===== config.mk =====
export PLATFORM = sky130hd
export DESIGN_NAME = qsys_pwm_ctrl_flat
export DESIGN_NICKNAME = d
export VERILOG_FILES = /design/src/rtl/qsys_pwm_ctrl_if.sv /design/src/rtl/qsys_pwm_ctrl.sv /design/src/flat_wrapper.sv
export SDC_FILE = /design/constraint.sdc
export NUM_CORES = 1
export LEC_CHECK = 0
export ABC_AREA = 1
export ABC_CLOCK_PERIOD_IN_PS = 1600
export CAP_MARGIN = 20
export CELL_PAD_IN_SITES_DETAIL_PLACEMENT = 0
export CELL_PAD_IN_SITES_GLOBAL_PLACEMENT = 2
export CORE_UTILIZATION = 36
export CTS_BUF_LIST = sky130_fd_sc_hd__clkbuf_4 sky130_fd_sc_hd__clkbuf_8
export DETAILED_ROUTE_END_ITERATION = 8
export DONT_BUFFER_PORTS = 1
export GPL_ROUTABILITY_DRIVEN = 0
export PLACE_DENSITY_LB_ADDON = 0.12
export SLEW_MARGIN = 20
export SYNTH_ARGS = -nofsm -noshare
export SYNTH_HDL_FRONTEND = slang
export SYNTH_SLANG_ARGS = --single-unit

===== constraint.sdc =====
create_clock -name clk -period 1.6 [get_ports clk]
set_input_delay 0.24 -clock clk [delete_from_list [all_inputs] [get_ports clk]]
set_output_delay 0.24 -clock clk [all_outputs]
set_load 0.1 [all_outputs]

===== src/rtl/qsys_pwm_ctrl_if.sv =====
// Avalon-MM slave bus bundle for the PWM controller.
// The master side drives the address and write strobes; the slave side returns readdata.
interface qsys_pwm_ctrl_if;
  logic [2:0]  address;
  logic        chipselect;
  logic        write_n;
  logic [31:0] writedata;
  logic [31:0] readdata;

  modport master (
    output address, chipselect, write_n, writedata,
    input  readdata
  );

  modport slave (
    input  address, chipselect, write_n, writedata,
    output readdata
  );
endinterface


===== src/rtl/qsys_pwm_ctrl.sv =====
// PWM generator: shared prescaler and period counter, per-channel duty compare, shadowed updates.
// Define QSYS_PWM_CTRL_IRQ_EN to add the STATUS DONE/MASK flops and the irq output.
module qsys_pwm_ctrl #(
  parameter int NCH = 4,
  parameter int CNT_W = 16,
  parameter logic [CNT_W-1:0] PERIOD_RST = CNT_W'(8'hFF)
) (
  input  logic           clk,
  input  logic           reset_n,
  qsys_pwm_ctrl_if.slave bus,
  output logic [NCH-1:0] out_port,
  output logic           irq
);

  logic             wr;
  logic [NCH-1:0]   enable;
  logic [CNT_W-1:0] period_sh;
  logic [CNT_W-1:0] period_act;
  logic [CNT_W-1:0] cnt;
  logic [15:0]      prescale;
  logic [15:0]      pre_cnt;
  logic [CNT_W-1:0] duty_sh [NCH];
  logic [CNT_W-1:0] duty_act [NCH];
  logic             running;
  logic             tick;
  logic             period_end;
  logic [31:0]      status;
  logic [31:0]      rd_mux;
  logic             unused_ok;

  assign wr         = bus.chipselect & ~bus.write_n;
  assign running    = |enable;
  assign tick       = running && (pre_cnt == prescale);
  assign period_end = tick && (cnt == period_act);
  assign unused_ok  = ^bus.writedata;

  always_ff @(posedge clk or negedge reset_n) begin
    if (!reset_n) begin
      enable    <= '0;
      period_sh <= PERIOD_RST;
      prescale  <= '0;
      for (int i = 0; i < NCH; i++)
        duty_sh[i] <= '0;
    end else if (wr) begin
      case (bus.address)
        3'd0: enable    <= bus.writedata[NCH-1:0];
        3'd1: period_sh <= bus.writedata[CNT_W-1:0];
        3'd2: prescale  <= bus.writedata[15:0];
        default: begin
          for (int i = 0; i < NCH; i++)
            if (bus.address == 3'(4 + i))
              duty_sh[i] <= bus.writedata[CNT_W-1:0];
        end
      endcase
    end
  end

  // Active copies track the shadows while idle and reload only at period end while running.
  always_ff @(posedge clk or negedge reset_n) begin
    if (!reset_n) begin
      pre_cnt    <= '0;
      cnt        <= '0;
      period_act <= PERIOD_RST;
      out_port   <= '0;
      for (int i = 0; i < NCH; i++)
        duty_act[i] <= '0;
    end else if (!running) begin
      pre_cnt    <= '0;
      cnt        <= '0;
      period_act <= period_sh;
      out_port   <= '0;
      for (int i = 0; i < NCH; i++)
        duty_act[i] <= duty_sh[i];
    end else begin
      pre_cnt <= tick ? 16'd0 : pre_cnt + 16'd1;
      if (period_end) begin
        cnt        <= '0;
        period_act <= period_sh;
        for (int i = 0; i < NCH; i++)
          duty_act[i] <= duty_sh[i];
      end else if (tick) begin
        cnt <= cnt + CNT_W'(1);
      end
      for (int i = 0; i < NCH; i++)
        out_port[i] <= enable[i] && (cnt < duty_act[i]);
    end
  end

`ifdef QSYS_PWM_CTRL_IRQ_EN
  logic done;
  logic mask;

  // A period end in the same clock as a clear keeps DONE set.
  always_ff @(posedge clk or negedge reset_n) begin
    if (!reset_n) begin
      done <= 1'b0;
      mask <= 1'b0;
    end else begin
      if (period_end)
        done <= 1'b1;
      else if (wr && bus.address == 3'd3 && bus.writedata[0])
        done <= 1'b0;
      if (wr && bus.address == 3'd3)
        mask <= bus.writedata[8];
    end
  end

  assign irq    = done & mask;
  assign status = {23'd0, mask, 7'd0, done};
`else
  assign irq    = 1'b0;
  assign status = '0;
`endif

  always_comb begin
    rd_mux = '0;
    case (bus.address)
      3'd0: rd_mux = 32'(enable);
      3'd1: rd_mux = 32'(period_sh);
      3'd2: rd_mux = 32'(prescale);
      3'd3: rd_mux = status;
      default: begin
        for (int i = 0; i < NCH; i++)
          if (bus.address == 3'(4 + i))
            rd_mux = 32'(duty_sh[i]);
      end
    endcase
  end

  always_ff @(posedge clk or negedge reset_n) begin
    if (!reset_n)
      bus.readdata <= '0;
    else
      bus.readdata <= rd_mux;
  end

endmodule


===== src/flat_wrapper.sv =====
// flat-port wrapper written by rule: the top's interface ports become plain ports
module qsys_pwm_ctrl_flat 
#(
  parameter int NCH = 4,
  parameter int CNT_W = 16,
  parameter logic [CNT_W-1:0] PERIOD_RST = CNT_W'(8'hFF)
)
  (clk, reset_n, out_port, irq, bus_address, bus_chipselect, bus_write_n, bus_writedata, bus_readdata);
  qsys_pwm_ctrl_if bus_i ();
  input  logic clk;
  input  logic reset_n;
  output logic [NCH-1:0] out_port;
  output logic irq;
  input wire logic [$bits(bus_i.address)-1:0] bus_address;
  input wire logic [$bits(bus_i.chipselect)-1:0] bus_chipselect;
  input wire logic [$bits(bus_i.write_n)-1:0] bus_write_n;
  input wire logic [$bits(bus_i.writedata)-1:0] bus_writedata;
  output wire logic [$bits(bus_i.readdata)-1:0] bus_readdata;
  assign bus_i.address = bus_address;
  assign bus_i.chipselect = bus_chipselect;
  assign bus_i.write_n = bus_write_n;
  assign bus_i.writedata = bus_writedata;
  assign bus_readdata = bus_i.readdata;
  qsys_pwm_ctrl #(.NCH(NCH), .CNT_W(CNT_W), .PERIOD_RST(PERIOD_RST)) u_core (.clk(clk), .reset_n(reset_n), .bus(bus_i), .out_port(out_port), .irq(irq));
endmodule

==> run summary <==
Outcome = complete, but fails checks
Failing checks = negative hold slack, negative setup slack
P_leak = 8.72 nW
EDFF count, synth = 0
Setup WS pre-CTS = -0.359 ns
Gate power share = 35.7%
Min-delay worst type = input pin to asynchronous set/reset pin
Register area = 5840 µm²
Post-route DRC = 0
Setup violators final = 109
Vias in the first global route = 10,700
Clk sinks = 232
Clock Path Buffers = 3
Power, Total = 24.9 mW
TritonCTS buffer count = 45
CP Launch Type = register
Period utilization = 120%
Antenna-violating nets left = 0
Clock power share = 27.6%
Final setup margin = -0.324 ns
Wire length on met3 = 2070 µm
First-pass GRT wire length = 62,700 µm
DP HPWL = 27,600 µm
Root Driver = clkbuf_8
Initial Util = 36.9%
Peak VDD IR = 893 µV
Full die area = 34,300 µm²
Post-synth top cells = 503 x nand2_1, 216 x dfrtp_1, 197 x inv_1
Maximum clock frequency = 520 MHz
Sequential-to-total area share from yosys stat = 48.2%
Synth top area share = 44.7%
Ys flop type = dfrtp_1
Internal power = 15.4 mW
Metal1 wirelength = 19,500 µm
Initial antenna violation count = 1
Row cnt = 66
Unique cell type count in the Yosys netlist = 28
Yosys Warn Count = 0
Area contributors post-synth = dfrtp_1 45%, nand2_1 16%, ha_1 6.4%
Synth-to-Final Area Change = 39.8%
PD cells = 1470 nW/µm²
IO Pins = 76
Mapped cell area = 12,100 µm²
Multi-input logic area = 6160 µm²
Max_slew headroom = 47.9%
Die width = 185 µm
Final hold vios = 232
Clock slew at reported path FFs = 0.06 ns
Hold slack = -0.624 ns
Worst Tran Pin Value = 0.782 ns
Placed Cells = 2,126
Worst-skew pair later-pin latency = 0.59 ns
Worst Clk Skew = 0.0243 ns
Cts hold-fix bufs = 16
Max Cap Viol = 0
NetSw = 9.55 mW
Core area = 32,800 µm²
Met2 routed WL = 19,200 µm
Via density = 4.86
Die Y = 185 µm
H-tree Lvls = 2
Top sig layer = met4
Post-layout util = 51.6%
Most frequent cell after synthesis = nand2_1
Seq pwr share = 36.7%
RSZ-0062 raised after global routing = true
DR vias = 11,000
Layout cells sized above 1 = 31.1%
First drt pass iteration count = 5
Crit path DAT = 2.43 ns
Iter 0 DRT Violations = 619
Crit path required time = 2.11 ns
Synthesized flop and latch total = 232
Cells after Synth = 1,544
Avg Inst Size Synth = 7.83 µm²
Setup CP Type = register to register
Final wirelength = 41,900 µm
Post-synth ARST share = 100%
Nets = 1,892
Top cell type by total area after synthesis = dfrtp_1
Gr ovfl total = 0
Sw frac = 38.3%
Non-Filler Instances = 2,269
CP Max Fanout = 7
TritonCTS clock tree = built
Total track usage = 24.5%
Filler cells = 3,225
Slew Viols, Final = 0
Routed wire length per instance = 18.5 µm
Largest net degree at the start of global routing = 233
Fin crit period = 1.92 ns
Crit end category = register
Port buffer count = 0
[critical path, stage by stage (launching register included)]
cell and delay (ns):
dfstp_2 0.55, inv_1 0.06, nand2_1 0.05, nand2_1 0.06, nor2_1 0.11, nand2_1 0.08, nor2_2 0.12, nand2_2 0.11
o21ai_4 0.18, buf_6 0.15, buf_8 0.13, clkbuf_16 0.16, nand2_1 0.05, nand2_1 0.06
[cells in the final DEF (no fill, tap or decap), types with 10 or more instances in the layout]
master,count
a21oi_1,37
a21oi_2,11
a221oi_1,19
a22oi_1,12
buf_12,18
buf_4,179
buf_6,23
clkbuf_8,64
conb_1,17
dfrtp_1,206
dfrtp_2,10
dfstp_2,16
dlygate4sd3_1,16
ha_1,42
ha_4,17
inv_1,185
inv_2,13
nand2_1,437
nand2_2,56
nand2_4,10
nand3_1,59
nand3_2,64
nand4_1,19
nor2_1,87
nor2_2,19
o21ai_0,93
o21ai_1,10
xor2_1,12
[stage by stage]
step                      instance area (µm²)  setup TNS, ns
after floorplan                         12200          -5.28
after global placement                  14000         -28.67
after detailed placement                14000         -30.88
after CTS                               15900         -23.71
after global routing                    16900         -36.95
final                                   16900         -25.61
[kinds of logic after synthesis]
group	after synthesis	share of synthesized area [%]
adder cells (fa/ha/maj)	62	6.42
XOR/XNOR	14	1.01
flip-flops	232	48.2
buffers and inverters	275	9.70
AND/OR/NAND/NOR	768	25.6
other	1	0.0310
AO/OA/AOI/OAI	192	9.00
[timing repair]
| action | in CTS | in global routing |
|---|---|---|
| buffers inserted | 19 | 15 |
| endpoints found under the setup margin | 117 | 116 |
| gates resized for setup | 127 | 180 |
| gates cloned | 6 | 11 |
| endpoints found under the hold margin | 331 | 232 |
| pin swaps | 32 | 85 |
[layer usage]
metal	up-vias	track usage, %
met2	263	39.3
met4	0	6.25
met1	5299	34.5
met5	-	0
met3	69	3.60
li1	5401	-
[final timing paths]
kind | from | end | slack, ns | cells after the start
worst max-delay path | u_core.period_act[4] | u_core.period_act[3] | -0.32 | 13
worst min-delay path | reset_n | u_core.cnt[2] | -0.62 | 0
worst max register to register | u_core.period_act[4] | u_core.period_act[3] | -0.32 | 13
worst min register to register | u_core.period_sh[7] | u_core.period_act[7] | 0.49 | 2
max in group asynchronous | reset_n | u_core.cnt[10] | 1.54 | 0
min in group clk | bus_address[1] | u_core.enable[2] | 0.06 | 3
[power by group through the flow]
stage	combinational [mW]	clock [mW]	sequential, mW
floorplan	4.11	0	9.22
global placement	7.07	0	9.03
global route	9.88	7.29	9.31
finish	8.90	6.88	9.13
detailed placement	7.13	0	9.05
CTS	8.14	7.03	8.98
[cell type report]
cell class	count	area share (%)
diodes	1	0.0148
clock buffers	72	5.57
repair buffers	255	14.9
multi-input cells	1054	36.5
well taps	442	3.27
inverters	203	4.60
clock inverters	10	0.666
flip-flops and latches	232	34.5
[registers in the layout, summed over array words and instances, names as in the netlist]
signal	cells
u_core.duty_act	64
u_core.duty_sh	64
u_core.bus.readdata	16
u_core.cnt	16
u_core.period_act	16
u_core.period_sh	16
u_core.pre_cnt	16
u_core.prescale	16
u_core.enable	4
u_core.out_port	4
(Power assumes the default switching activity.)
